File: src/rtl/ir_receiver_decoder.sv
// IR remote packet decoder: start burst, car-select burst, then four data bursts
// whose carrier-pulse counts encode command bits LSB first.
//
// state  | meaning
// IDLE   | waiting for a start burst
// SELECT | start seen, next burst is the car-select length
// BITS   | collecting four data bursts, bit_idx selects the target bit
// DONE   | one-cycle command-valid strobe
module ir_receiver_decoder #(
    parameter int START_SIZE    = 191,
    parameter int ASSERT_SIZE   = 47,
    parameter int DEASSERT_SIZE = 22,
    parameter int TOL           = 4,
    parameter int GAP_CYCLES    = 6000,
    parameter int PKT_TIMEOUT   = 2000000
) (
    input  logic       CLK,
    input  logic       RESET_N,
    input  logic       IR_IN,
    output logic [3:0] COMMAND,
    output logic [7:0] SELECT_LEN,
    output logic       CMD_VALID,
    output logic       RX_ERROR,
    output logic       BUSY
);

    localparam logic [1:0] S_IDLE   = 2'd0;
    localparam logic [1:0] S_SELECT = 2'd1;
    localparam logic [1:0] S_BITS   = 2'd2;
    localparam logic [1:0] S_DONE   = 2'd3;

    localparam logic [31:0] GAP_W = 32'(GAP_CYCLES);
    localparam logic [31:0] PKT_W = 32'(PKT_TIMEOUT);

    logic        ir_s1_q, ir_s1_d;
    logic        ir_s2_q, ir_s2_d;
    logic        ir_prev_q, ir_prev_d;
    logic [7:0]  burst_cnt_q, burst_cnt_d;
    logic [31:0] idle_cnt_q, idle_cnt_d;
    logic [31:0] pkt_tmr_q, pkt_tmr_d;
    logic [1:0]  state_q, state_d;
    logic [1:0]  bit_idx_q, bit_idx_d;
    logic [3:0]  stage_cmd_q, stage_cmd_d;
    logic [7:0]  stage_sel_q, stage_sel_d;
    logic [3:0]  command_q, command_d;
    logic [7:0]  select_len_q, select_len_d;
    logic        rx_error_q, rx_error_d;

    logic        carrier_edge;
    logic        burst_end;
    logic        pkt_timeout;
    logic [7:0]  burst_base;
    logic [31:0] len_w;
    logic        is_start, is_one, is_zero;
    logic [3:0]  new_cmd;

    function automatic logic in_window(input logic [31:0] len, input int target);
        return (len + 32'(TOL) >= 32'(target)) && (len <= 32'(target + TOL));
    endfunction

    assign carrier_edge = ir_s2_q & ~ir_prev_q;
    assign burst_end    = (idle_cnt_q == GAP_W) && (burst_cnt_q != 8'd0);
    assign pkt_timeout  = (pkt_tmr_q == PKT_W);
    assign len_w        = {24'd0, burst_cnt_q};
    assign is_start     = in_window(len_w, START_SIZE);
    assign is_one       = in_window(len_w, ASSERT_SIZE);
    assign is_zero      = in_window(len_w, DEASSERT_SIZE);

    // Counters: an edge coinciding with burst_end starts the next burst at 1.
    always_comb begin
        ir_s1_d   = IR_IN;
        ir_s2_d   = ir_s1_q;
        ir_prev_d = ir_s2_q;

        burst_base  = burst_end ? 8'd0 : burst_cnt_q;
        burst_cnt_d = burst_base;
        if (carrier_edge && burst_base != 8'hff) begin
            burst_cnt_d = burst_base + 8'd1;
        end

        if (carrier_edge) begin
            idle_cnt_d = 32'd0;
        end else if (idle_cnt_q == GAP_W) begin
            idle_cnt_d = idle_cnt_q;
        end else begin
            idle_cnt_d = idle_cnt_q + 32'd1;
        end

        if ((state_q == S_SELECT || state_q == S_BITS) && !burst_end) begin
            pkt_tmr_d = pkt_tmr_q + 32'd1;
        end else begin
            pkt_tmr_d = 32'd0;
        end
    end

    always_comb begin
        state_d      = state_q;
        bit_idx_d    = bit_idx_q;
        stage_cmd_d  = stage_cmd_q;
        stage_sel_d  = stage_sel_q;
        command_d    = command_q;
        select_len_d = select_len_q;
        rx_error_d   = 1'b0;
        new_cmd      = stage_cmd_q;
        new_cmd[bit_idx_q] = is_one;

        case (state_q)
            S_IDLE: begin
                if (burst_end && is_start) begin
                    state_d   = S_SELECT;
                    bit_idx_d = 2'd0;
                end
            end
            S_SELECT: begin
                if (burst_end) begin
                    bit_idx_d = 2'd0;
                    if (!is_start) begin
                        stage_sel_d = burst_cnt_q;
                        state_d     = S_BITS;
                    end
                end else if (pkt_timeout) begin
                    state_d    = S_IDLE;
                    rx_error_d = 1'b1;
                end
            end
            S_BITS: begin
                if (burst_end) begin
                    if (is_start) begin
                        state_d   = S_SELECT;
                        bit_idx_d = 2'd0;
                    end else if (is_one || is_zero) begin
                        stage_cmd_d = new_cmd;
                        if (bit_idx_q == 2'd3) begin
                            // Outputs load on entry so they are already valid in DONE.
                            state_d      = S_DONE;
                            command_d    = new_cmd;
                            select_len_d = stage_sel_q;
                        end else begin
                            bit_idx_d = bit_idx_q + 2'd1;
                        end
                    end else begin
                        state_d    = S_IDLE;
                        rx_error_d = 1'b1;
                    end
                end else if (pkt_timeout) begin
                    state_d    = S_IDLE;
                    rx_error_d = 1'b1;
                end
            end
            default: begin
                state_d = S_IDLE;
            end
        endcase
    end

    always_ff @(posedge CLK) begin
        if (!RESET_N) begin
            ir_s1_q      <= 1'b0;
            ir_s2_q      <= 1'b0;
            ir_prev_q    <= 1'b0;
            burst_cnt_q  <= 8'd0;
            idle_cnt_q   <= 32'd0;
            pkt_tmr_q    <= 32'd0;
            state_q      <= S_IDLE;
            bit_idx_q    <= 2'd0;
            stage_cmd_q  <= 4'd0;
            stage_sel_q  <= 8'd0;
            command_q    <= 4'd0;
            select_len_q <= 8'd0;
            rx_error_q   <= 1'b0;
        end else begin
            ir_s1_q      <= ir_s1_d;
            ir_s2_q      <= ir_s2_d;
            ir_prev_q    <= ir_prev_d;
            burst_cnt_q  <= burst_cnt_d;
            idle_cnt_q   <= idle_cnt_d;
            pkt_tmr_q    <= pkt_tmr_d;
            state_q      <= state_d;
            bit_idx_q    <= bit_idx_d;
            stage_cmd_q  <= stage_cmd_d;
            stage_sel_q  <= stage_sel_d;
            command_q    <= command_d;
            select_len_q <= select_len_d;
            rx_error_q   <= rx_error_d;
        end
    end

    assign COMMAND    = command_q;
    assign SELECT_LEN = select_len_q;
    assign CMD_VALID  = (state_q == S_DONE);
    assign RX_ERROR   = rx_error_q;
    assign BUSY       = (state_q != S_IDLE);

endmodule

File: config.mk
export PLATFORM = sky130hd
export DESIGN_NAME = ir_receiver_decoder
export DESIGN_NICKNAME = d
export VERILOG_FILES = /design/src/rtl/ir_receiver_decoder.sv
export SDC_FILE = /design/constraint.sdc
export NUM_CORES = 1
export LEC_CHECK = 0
export BUFFER_PORTS_ARGS = -buffer_cell sky130_fd_sc_hd__buf_2
export CORE_MARGIN = 2
export CORE_UTILIZATION = 55
export CTS_CLUSTER_DIAMETER = 40
export DETAILED_ROUTE_END_ITERATION = 10
export PLACE_DENSITY = 0.8
export SYNTH_ARGS = -nofsm -noshare
export SYNTH_HDL_FRONTEND = slang
export SYNTH_SLANG_ARGS = --single-unit
File: constraint.sdc
create_clock -name CLK -period 6.45 [get_ports CLK]
set_input_delay 0.9675 -clock CLK [delete_from_list [all_inputs] [get_ports CLK]]
set_output_delay 0.9675 -clock CLK [all_outputs]
set_load 0.05 [all_outputs]
==> summary.txt, run 1 <==
PLACE
-------------------------------------------------------------------------------------------------
Placed wire-length estimate                                                               6530 um
Cell count after placement                                                                    689
Gpl congestion                                                                              0.860
Port bufs                                                                                      17

FINISH
-------------------------------------------------------------------------------------------------
Antenna diode count                                                                             0
Area growth from synthesis to layout                                                        6.75%
Filler-free cell count of the finished design                                                 705
Layout cell share with drive strength beyond 1                                              7.04%
Total number of nets in the final design                                                      612

FLOORPLANNING
-------------------------------------------------------------------------------------------------
Die extent in x                                                                           98.3 um
Initial standard-cell utilization of the core                                               56.4%
Number of rows created at floorplan                                                            34
Count of boundary I/O pins                                                                     18
DIE AREA                                                                                9670 um^2
Core outline area                                                                       8680 um^2
Die extent in y                                                                           98.3 um

TIMING
-------------------------------------------------------------------------------------------------
Max Slew Vio Count                                                                              0
Time the final worst path needs with I/O delays and setup                                 3.17 ns
Final Cycle Share                                                                           49.2%
Final number of hold-violating endpoints                                                        0
Slew @ Worst Pin                                                                          1.16 ns
Post-route setup TNS                                                                         0 ns
Final Setup Violations                                                                          0
Achievable clock frequency                                                              0.315 GHz
RSZ-0062 raised after global routing                                                           no
Post-route clock skew                                                                  0.00828 ns
Normalized max-slew margin                                                                  22.3%

ROUTING
-------------------------------------------------------------------------------------------------
Routed Antenna Nets                                                                             0
Number of search-and-repair iterations in the first detailed-routing pass                       5
Number of vias in the routed layout                                                         3,831
Routed WL                                                                                 9000 um
Via-per-instance ratio                                                                       5.43
DRC marker count from the first detailed-route iteration                                      211
Remaining DRCs                                                                                  0
Routed wirelength normalized by instance count                                            12.8 um

CRITICAL PATH
-------------------------------------------------------------------------------------------------
Crit path DAT                                                                             3.44 ns
Crit path kind                                                                         reg -> reg
Number of cell instances on the worst register-to-register path                                14
R2r endpoint                                                                         burst_cnt_q[7]
Critical Path End Type                                                                   register
Register-to-register setup slack                                                          3.28 ns
Critical Path RT                                                                          6.72 ns
Worst setup SP type                                                                      register
Maximum fanout along the worst path                                                            10
Startpoint of the most critical register-to-register path                            idle_cnt_q[0]

YOSYS
-------------------------------------------------------------------------------------------------
Number of distinct library cell variants in the gate-level netlist after synthesis             46
Top cell types by occurrence after synthesis                                         dfxtp_1 (103), nor2_1 (102), nand2_1 (61)
Area of the mapped netlist                                                              4890 um^2
Largest area contributor in the netlist                                                   dfxtp_1
Cells after synthesis                                                                         584
Synth warn                                                                                      0
Most repeated cell in the gate-level netlist after synthesis                              dfxtp_1
Top cells by area, synth                                                             dfxtp_1 (42%), nor2_1 (7.8%), xor2_1 (6.8%)
Mean post-synth cell area                                                               8.38 um^2
Asr flop ratio synth                                                                           0%
Primary FF master, synth                                                                  dfxtp_1
Net count after synthesis                                                                     604
Total of flip-flops plus latches after synthesis                                              103
Number of synthesized flops with an enable pin                                                  0
Sequential-to-total area share from yosys stat                                              42.1%
Top-area cell type share of the netlist area                                                42.1%

CLOCK NETWORK
-------------------------------------------------------------------------------------------------
Clock sink count                                                                              103
Setup Buffers After CTS                                                                         0
Insertion delay to the later sink of the worst-skew pair                                  0.38 ns
# hold bufs at CTS                                                                              0
Maximum count of clock buffers along a single path                                              2
TritonCTS clock tree                                                                        built
Resized cells post-CTS                                                                          0
Level count of the clock H-tree                                                                 3
Clock slew seen by the registers of the worst setup and hold paths                        0.10 ns
Clock buffers created by TritonCTS                                                              9
Cell chosen for the clock root                                                           clkbuf_8

GRT
-------------------------------------------------------------------------------------------------
All-layer global routing usage                                                              19.7%
Maximum number of pins on one net before global-route repair                                   33
Vias in the first global route                                                              3,723
Total congestion overflow after global routing                                                  0
Number of antenna violations at the first check in global routing                               0
Wire length of the first global-routing pass                                            16,000 um

POWER
-------------------------------------------------------------------------------------------------
Standby leakage power                                                                  0.00196 uW
Peak supply drop                                                                         0.158 mV
Power Dens Cells                                                                      227 nW/um^2

STATUS
-------------------------------------------------------------------------------------------------
Status                                                                               finished clean

HOLD PATH
-------------------------------------------------------------------------------------------------
Hold wc startpoint                                                                   SELECT_LEN[5]
HP Class                                                                               reg -> reg
Number of instances on the worst hold path                                                      2
Hold Path Sink                                                                       SELECT_LEN[5]

FLOW RUN
-------------------------------------------------------------------------------------------------
Number of max-cap violations                                                                    0

[how the worst max path moves through the flow]
stage | startpoint | endpoint | cells after the start
2_1_floorplan | idle_cnt_q[0] | burst_cnt_q[7] | 15
3_3_place_gp | idle_cnt_q[21] | burst_cnt_q[7] | 12
3_5_place_dp | idle_cnt_q[0] | burst_cnt_q[7] | 14
4_1_cts | idle_cnt_q[0] | burst_cnt_q[7] | 14
5_1_grt | idle_cnt_q[0] | burst_cnt_q[7] | 14
6_report | idle_cnt_q[0] | burst_cnt_q[7] | 14
[sequential cells by signal, summed over array words and instances, names as in the netlist, 2 cells and up]
register,cells
idle_cnt_q,32
burst_cnt_q,8
COMMAND,4
pkt_tmr_q,32
stage_sel_q,8
stage_cmd_q,3
SELECT_LEN,8
bit_idx_q,2
state_q,2
[worst max-delay path, cell delays in order (launching register included)]
cell	delay, ns
dfxtp_1	0.37
inv_1	0.09
ha_1	0.14
nor3b_1	0.25
nand3_1	0.11
or3_1	0.48
and2_1	0.27
ha_1	0.22
nand3_1	0.12
nor2_1	0.07
a31oi_2	0.35
and4_1	0.26
nor2b_1	0.16
xnor2_1	0.13
nor2_1	0.05
[cell type report]
| type | instances | area [um^2] |
|---|---|---|
| inverter | 19 | 71.3 |
| clock inverter | 6 | 67.6 |
| clock buffer | 10 | 138 |
| sequential | 103 | 2060 |
| multi-input combinational | 442 | 2670 |
| tap | 108 | 135 |
| fill | 755 | 3450 |
| timing repair buffer | 17 | 85.1 |
[kinds of logic after synthesis]
kind of cell,Yosys count,synth area share (%)
mux,15,3.07
buf+inv,39,3.40
flops,103,42.1
simple gates,292,29.0
fa+ha+maj,17,4.35
compound gates,56,6.98
xor+xnor,62,11.1
[report_power, final]
part / internal (uW) / switching, uW / total (uW) / leakage (uW)
Clock: 192 / 223 / 415 / 0.0000993
Combinational: 38.0 / 79.1 / 117 / 0.00103
Sequential: 643 / 9.61 / 653 / 0.000831
Total: 873 / 312 / 1190 / 0.00196
[placed cells by master, fill, tap and decap left out, drive strengths merged, types with 2 or more instances in the layout]
| cell | synthesis | routed |
|---|---|---|
| a211oi | 5 | 5 |
| a21oi | 23 | 23 |
| a31oi | 3 | 3 |
| and2 | 9 | 9 |
| and3 | 16 | 16 |
| and4 | 4 | 4 |
| buf | 6 | 17 |
| clkbuf | 14 | 10 |
| clkinvlp | 0 | 2 |
| dfxtp | 103 | 103 |
| ha | 17 | 17 |
| inv | 19 | 21 |
| mux2i | 15 | 15 |
| nand2 | 61 | 61 |
| nand2b | 5 | 5 |
| nand3 | 38 | 38 |
| nand4 | 9 | 9 |
| nor2 | 102 | 102 |
| nor2b | 9 | 9 |
| nor3 | 9 | 9 |
| nor4 | 9 | 9 |
| nor4b | 6 | 6 |
| o21a | 3 | 3 |
| o21ai | 15 | 15 |
| o41ai | 2 | 2 |
| or2 | 2 | 2 |
| or3 | 9 | 9 |
| xnor2 | 24 | 24 |
| xor2 | 38 | 38 |
[layer usage]
metal  GRT usage (%)  share of wire (%)  vias up
li1                -                  -     1980
met2            34.0                 49       52
met5               0                  0        -
met1            24.0                 47     1789
met3            6.01                3.3       10
met4            4.85               0.89        0
[per-stage QoR]
step	util (%)	power, uW	cell area (um^2)	hold slack [ns]	setup WS [ns]
2_1_floorplan	-	760	4890	0.412	3.68
3_3_place_gp	57.8	779	5020	0.419	3.40
3_5_place_dp	57.8	784	5020	0.432	3.32
4_1_cts	60.2	1200	5230	0.454	3.30
5_1_grt	60.2	1240	5230	0.485	2.95
6_report	60.2	1190	5230	0.450	3.28
No activity file was read; power rests on OpenSTA's default activity.
==> run 2, diff against run 1 <==
PLACE_DENSITY = 0.83   (was 0.8)
clock period = 2.9 ns   (was 6.45 ns; I/O delays follow)
==> run 2 against run 1 <==
Via count grew 2.0%. Sequential power is 120% higher. Final cell count rose by 1.1%. Clock power increased by 130%. Sequential cell count stayed put. Clock-buffer cell count rose by 2. Global-route usage down 0.45 points.
==> summary.txt, run 2 (synthesized netlist as in run 1, its figures left out) <==
ROUTING
----------------------------------------------------------------------------------------
Number of search-and-repair iterations in the first detailed-routing pass              5   unchanged
Via-per-instance ratio                                                              5.48   +0.81%
Number of vias in the routed layout                                                3,906   +2.0%
DRC marker count from the first detailed-route iteration                             247   +17%
Routed wirelength normalized by instance count                                   13.1 um   +2.3%
Remaining DRCs                                                                         0   unchanged
Routed WL                                                                        9310 um   +3.5%
Routed Antenna Nets                                                                    0   unchanged

TIMING
----------------------------------------------------------------------------------------
Final Cycle Share                                                                  96.5%   +47 points
Post-route clock skew                                                         0.00904 ns   +0.000761 ns
Time the final worst path needs with I/O delays and setup                        2.80 ns   -0.372 ns
Normalized max-slew margin                                                         30.5%   +8.1 points
Slew @ Worst Pin                                                                 1.04 ns   -0.121 ns
Max Slew Vio Count                                                                     0   unchanged
Final Setup Violations                                                                 0   unchanged
Post-Route Hold Slack                                                           0.305 ns   -0.145 ns
Final number of hold-violating endpoints                                               0   unchanged
Post-route setup TNS                                                                0 ns   unchanged
Achievable clock frequency                                                     0.357 GHz   +13%

CLOCK NETWORK
----------------------------------------------------------------------------------------
Level count of the clock H-tree                                                        3   unchanged
Cell chosen for the clock root                                                  clkbuf_8
TritonCTS clock tree                                                               built
Clock slew seen by the registers of the worst setup and hold paths               0.09 ns   about the same
Maximum count of clock buffers along a single path                                     2   unchanged
Clock buffers created by TritonCTS                                                     9   unchanged
# hold bufs at CTS                                                                     0   unchanged
Insertion delay to the later sink of the worst-skew pair                         0.36 ns   -0.02 ns
Clock sink count                                                                     103   unchanged

CRITICAL PATH
----------------------------------------------------------------------------------------
Largest delay share family, worst path                                      simple AND/OR/NAND/NOR gates
Number of cell instances on the worst register-to-register path                       14   unchanged
Worst setup startpoint                                                      idle_cnt_q[1]
Critical Path RT                                                                 3.16 ns   -3.56 ns
Crit path kind                                                                reg -> reg
Critical Path End Type                                                          register
Slowest cell delay on critical path                                              0.38 ns   -0.10 ns
Crit path DAT                                                                    3.06 ns   -0.38 ns
Crit-path cells                                                             inv_1 > ha_1 > nor3b_2 > nand3_1 > or3_4 > and2_1 > ha_1 > nand3_1 > nor2_1 > a31oi_2 > buf_4 > nand4_1 > xnor2_1 > and2_1
Startpoint of the most critical register-to-register path                   idle_cnt_q[1]
R2r endpoint                                                                burst_cnt_q[3]
Number of buffer and inverter stages on the critical path                              2   +1
Maximum fanout along the worst path                                                    5   -5
Worst path slowest cell                                                            or3_4
Worst setup SP type                                                             register
Register-to-register setup slack                                                 0.10 ns   -3.18 ns

GRT
----------------------------------------------------------------------------------------
Total congestion overflow after global routing                                         0   unchanged
Wire length of the first global-routing pass                                   15,700 um   -1.9%
Number of antenna violations at the first check in global routing                      0   unchanged
Vias in the first global route                                                     3,612   -3.0%
Maximum number of pins on one net before global-route repair                          33   unchanged
All-layer global routing usage                                                     19.2%   -0.45 points

FINISH
----------------------------------------------------------------------------------------
Largest registers in the final layout                                       idle_cnt_q: 32 flops, pkt_tmr_q: 32 flops
Antenna diode count                                                                    0   unchanged
Commonest cells after routing, fill and taps aside                          dfxtp_1 (102), nor2_1 (102), nand2_1 (61)
Layout cell share with drive strength beyond 1                                     8.60%   +1.6 points
Area growth from synthesis to layout                                               8.64%
Total number of nets in the final design                                             621   +1.5%
Filler-free cell count of the finished design                                        713   +1.1%

HOLD PATH
----------------------------------------------------------------------------------------
HP Class                                                                       in -> reg
Hold Path Sink                                                                   ir_s1_q
Hold wc startpoint                                                                 IR_IN
Number of instances on the worst hold path                                             2   unchanged

FLOORPLANNING
----------------------------------------------------------------------------------------
Initial standard-cell utilization of the core                                      56.4%   unchanged
Core outline area                                                              8680 um^2   unchanged
Count of boundary I/O pins                                                            18   unchanged
DIE AREA                                                                       9670 um^2   unchanged
Die extent in x                                                                  98.3 um   unchanged
Die extent in y                                                                  98.3 um   unchanged
Number of rows created at floorplan                                                   34   unchanged

PLACE
----------------------------------------------------------------------------------------
Placed wire-length estimate                                                      6570 um   +0.60%
Port bufs                                                                             17   unchanged
Cell count after placement                                                           697   +1.2%
Gpl congestion                                                                     0.906   +5.3%

POWER
----------------------------------------------------------------------------------------
Part of the total power dissipated in combinational logic                          10.0%   about the same
Peak supply drop                                                                0.351 mV   +120%
P_sw                                                                              657 uW   +110%
Flop pwr share                                                                     54.1%   -1.0 points
Standby leakage power                                                         0.00201 uW   +2.7%
Power after layout                                                               2680 uW   +130%
Clock share of power                                                               35.9%   +0.9 points
Switching Fraction                                                                 24.5%   -1.8 points
Power Dens Cells                                                             505 nW/um^2   +120%
Internal power of the cells                                                      2030 uW   +130%

FLOW RUN
----------------------------------------------------------------------------------------
Number of max-cap violations                                                           0   unchanged

STATUS
----------------------------------------------------------------------------------------
Status                                                                      finished clean

-- run 2: cell count changes in the layout (fill, tap and decap cells not counted), sizes merged --
cell / delta
inv: -2
clkbuf: +2
clkinv: -1
buf: +9
bufinv: +1
clkinvlp: -1
-- run 2: area by class of cell --
type	instances	area, um^2
Multi-Input combinational cell	442	2680
Inverter	19	71.3
Tap cell	108	135
Timing Repair Buffer	26	153
Clock buffer	12	145
Clock inverter	3	67.6
Fill cell	729	3360
Sequential cell	103	2060
-- run 2: timing repair --
item | in CTS | in global routing
setup buffers | 0 | 1
endpoints found under the setup margin | 0 | 5
resized for setup | 0 | 4
-- run 2: through the flow --
step	area [um^2]	setup slack [ns]	utilization, %
after floorplan	4890	0.126	-
after global placement	5080	0.212	58.5
after detailed placement	5080	0.0893	58.5
after CTS	5290	0.0570	61.0
after global routing	5320	-0.0642	61.3
final	5320	0.101	61.3
-- run 2: how the worst max path moves through the flow --
stage          slack, ns  cells past startpoint              to
3_5_place_dp        0.09                     14  burst_cnt_q[3]
6_report            0.10                     14  burst_cnt_q[3]
4_1_cts             0.06                     14  burst_cnt_q[3]
5_1_grt            -0.06                     14  burst_cnt_q[3]
2_1_floorplan       0.13                     15  burst_cnt_q[7]
3_3_place_gp        0.21                     12  burst_cnt_q[7]
-- run 2: power groups by stage --
| stage | Clock, uW | Sequential [uW] | Combinational (uW) |
|---|---|---|---|
| 2_1_floorplan | 0 | 1480 | 211 |
| 3_3_place_gp | 0 | 1480 | 254 |
| 3_5_place_dp | 0 | 1480 | 262 |
| 4_1_cts | 986 | 1450 | 264 |
| 5_1_grt | 1030 | 1450 | 294 |
| 6_report | 965 | 1450 | 267 |
-- run 2: per-layer routing --
layer,track usage [%],routed length (um),share of wire (%),vias to the layer above
met5,0,0,0,-
met4,5.16,85,0.91,0
met3,4.15,346,3.7,11
met2,33.6,4550,49,74
met1,24.0,4330,46,1818
li1,-,-,-,2003
-- run 2: worst reg2reg max path: stages (launching register included) --
cell	delay (ns)
dfxtp_1	0.35
inv_1	0.09
ha_1	0.15
nor3b_2	0.21
nand3_1	0.12
or3_4	0.38
and2_1	0.21
ha_1	0.23
nand3_1	0.13
nor2_1	0.07
a31oi_2	0.20
buf_4	0.17
nand4_1	0.12
xnor2_1	0.15
and2_1	0.14
==> run 3, diff against run 2 <==
CTS_CLUSTER_SIZE = 16   (was unset)
HOLD_SLACK_MARGIN = 0.06   (was unset)
PLACE_DENSITY = 0.8   (was 0.83)
clock period = 3.05 ns   (was 2.9 ns; I/O delays follow)
==> run 3 against run 2 <==
Via count up 0.38%. Critical path depth fell by 6. Sequential power decreased by 5%. Critical path type unchanged.
==> summary.txt, run 3 (synthesized netlist as in run 1, its figures left out) <==
CRITICAL PATH
----------------------------------------------------------------------------------------
Worst path slowest cell                                                          dfxtp_1
Crit path kind                                                                reg -> reg
Critical Path End Type                                                          register
Number of cell instances on the worst register-to-register path                        8   -6
R2r endpoint                                                                  COMMAND[2]
Maximum fanout along the worst path                                                   15   +10
Crit-path cells                                                             ha_1 > nand3_1 > a32o_1 > a31oi_1 > or2_2 > and4_1 > nor2_1 > a211oi_1
Slowest cell delay on critical path                                              0.57 ns   +0.19 ns
Critical Path RT                                                                 3.33 ns   +0.17 ns
Largest delay share family, worst path                                      simple AND/OR/NAND/NOR gates
Crit path DAT                                                                    3.12 ns   +0.06 ns
Number of buffer and inverter stages on the critical path                              0   -2
Register-to-register setup slack                                                 0.21 ns   +0.11 ns
Startpoint of the most critical register-to-register path                   burst_cnt_q[2]
Worst setup SP type                                                             register

FINISH
----------------------------------------------------------------------------------------
Area growth from synthesis to layout                                               8.49%
Antenna diode count                                                                    0   unchanged
Largest registers in the final layout                                       idle_cnt_q: 32 flops, pkt_tmr_q: 32 flops
Most common library cell in the layout ignoring fill and taps                    dfxtp_1
Total number of nets in the final design                                             619   -0.32%
Layout cell share with drive strength beyond 1                                     8.11%   -0.48 points
Commonest cells after routing, fill and taps aside                          dfxtp_1 (103), nor2_1 (102), nand2_1 (61)

FLOORPLANNING
----------------------------------------------------------------------------------------
Number of rows created at floorplan                                                   34   unchanged
DIE AREA                                                                       9670 um^2   unchanged
Die extent in y                                                                  98.3 um   unchanged
Die extent in x                                                                  98.3 um   unchanged
Core outline area                                                              8680 um^2   unchanged
Initial standard-cell utilization of the core                                      56.4%   unchanged
Count of boundary I/O pins                                                            18   unchanged

ROUTING
----------------------------------------------------------------------------------------
Number of vias in the routed layout                                                3,921   +0.38%
Routed Antenna Nets                                                                    0   unchanged
Routed wirelength normalized by instance count                                   13.5 um   +3.6%
Remaining DRCs                                                                         0   unchanged
Routed WL                                                                        9630 um   +3.4%
Number of search-and-repair iterations in the first detailed-routing pass              5   unchanged
DRC marker count from the first detailed-route iteration                             131   -47%
Via-per-instance ratio                                                              5.51   +0.53%

POWER
----------------------------------------------------------------------------------------
Internal power of the cells                                                      1960 uW   -3.4%
Standby leakage power                                                         0.00201 uW   about the same
Peak supply drop                                                                0.302 mV   -14%
Power Dens Cells                                                             493 nW/um^2   -2.4%
Switching Fraction                                                                 25.2%   +0.68 points
Part of the total power dissipated in combinational logic                           9.7%   -0.3 points
Flop pwr share                                                                     52.8%   -1.3 points
P_sw                                                                              658 uW   +0.18%
Power after layout                                                               2620 uW   -2.5%
Clock share of power                                                               37.5%   +1.6 points

CLOCK NETWORK
----------------------------------------------------------------------------------------
Setup Buffers After CTS                                                                0   unchanged
Insertion delay to the later sink of the worst-skew pair                         0.38 ns   +0.02 ns
TritonCTS clock tree                                                               built
Clock sink count                                                                     103   unchanged
Clock buffers created by TritonCTS                                                     9   unchanged
Level count of the clock H-tree                                                        3   unchanged
Clock slew seen by the registers of the worst setup and hold paths               0.10 ns   about the same
Cell chosen for the clock root                                                  clkbuf_8
Maximum count of clock buffers along a single path                                     2   unchanged

GRT
----------------------------------------------------------------------------------------
Number of antenna violations at the first check in global routing                      0   unchanged
Wire length of the first global-routing pass                                   16,500 um   +5.4%
Vias in the first global route                                                     3,787   +4.8%
Maximum number of pins on one net before global-route repair                          33   unchanged
All-layer global routing usage                                                     20.6%   +1.3 points
Total congestion overflow after global routing                                         0   unchanged

TIMING
----------------------------------------------------------------------------------------
RSZ-0062 raised after global routing                                                  no
Final Setup Violations                                                                 0   unchanged
Max Slew Vio Count                                                                     0   unchanged
Post-route setup TNS                                                                0 ns   unchanged
Final number of hold-violating endpoints                                               0   unchanged
Post-Route Hold Slack                                                           0.292 ns   -0.0127 ns
Final Cycle Share                                                                  93.1%   -3.4 points
Post-route clock skew                                                          0.0165 ns   +0.00742 ns
Slew @ Worst Pin                                                                0.712 ns   -0.329 ns
Time the final worst path needs with I/O delays and setup                        2.84 ns   +0.0422 ns
Normalized max-slew margin                                                         52.1%   +22 points
Achievable clock frequency                                                     0.352 GHz   -1.5%

HOLD PATH
----------------------------------------------------------------------------------------
Number of instances on the worst hold path                                             2   unchanged
Hold Path Sink                                                                   ir_s1_q
Hold wc startpoint                                                                 IR_IN
HP Class                                                                       in -> reg

PLACE
----------------------------------------------------------------------------------------
Placed wire-length estimate                                                      6910 um   +5.3%
Port bufs                                                                             17   unchanged
Gpl congestion                                                                     0.900   -0.61%

STATUS
----------------------------------------------------------------------------------------
Status                                                                      finished clean

FLOW RUN
----------------------------------------------------------------------------------------
Number of max-cap violations                                                           0   unchanged

run 3: worst register-to-register path: cells and delay by family (launching register included):
kind                     cells  cell delay [ns]
AND/OR/NAND/NOR              4             0.97
adder cells (fa/ha/maj)      1             0.40
flip-flops                   1             0.57
AO/OA/AOI/OAI                3             0.81
run 3: how the worst max path moves through the flow:
| stage | startpoint | end | slack (ns) | depth (start not counted) |
|---|---|---|---|---|
| 4_1_cts | idle_cnt_q[0] | burst_cnt_q[3] | 0.15 | 14 |
| 3_5_place_dp | idle_cnt_q[0] | burst_cnt_q[3] | 0.17 | 14 |
| 2_1_floorplan | idle_cnt_q[0] | burst_cnt_q[7] | 0.28 | 15 |
| 6_report | burst_cnt_q[2] | COMMAND[2] | 0.21 | 8 |
| 3_3_place_gp | idle_cnt_q[21] | burst_cnt_q[7] | 0.30 | 12 |
| 5_1_grt | idle_cnt_q[0] | burst_cnt_q[7] | 0.03 | 14 |
run 3: metal layers:
metal  global-route usage [%]  vias up  wire [um]
met4                     7.90        0        149
met2                     35.8       79       4820
met3                     4.22       16        331
met1                     24.9     1833       4340
met5                        0        -          0
li1                         -     1993          -
run 3: area by class of cell:
class	instances	area (um^2)
clock inverter	4	77.6
multi-input combinational	442	2670
fill	745	3370
clock buffer	12	155
tap	108	135
timing repair buffer	24	138
sequential	103	2060
inverter	19	71.3
run 3: metrics by stage:
stage	worst slack (ns)	area, um^2	utilization [%]	cells
2_1_floorplan	0.276	4890	-	584
3_3_place_gp	0.305	5070	58.4	696
3_5_place_dp	0.166	5070	58.4	696
4_1_cts	0.154	5310	61.1	712
5_1_grt	0.0322	5310	61.2	712
6_report	0.209	5310	61.2	712
run 3: what timing repair did:
action	in CTS	in global routing
hold buffers	0	0
resized for setup	0	1
hold endpoints to repair	0	0
endpoints found under the setup margin	0	3
run 3: power by group through the flow:
stage | sequential [uW] | combinational [uW] | clock, uW
floorplan | 1410 | 201 | 0
global placement | 1410 | 243 | 0
detailed placement | 1410 | 254 | 0
CTS | 1380 | 254 | 994
global route | 1390 | 283 | 1040
finish | 1380 | 255 | 980
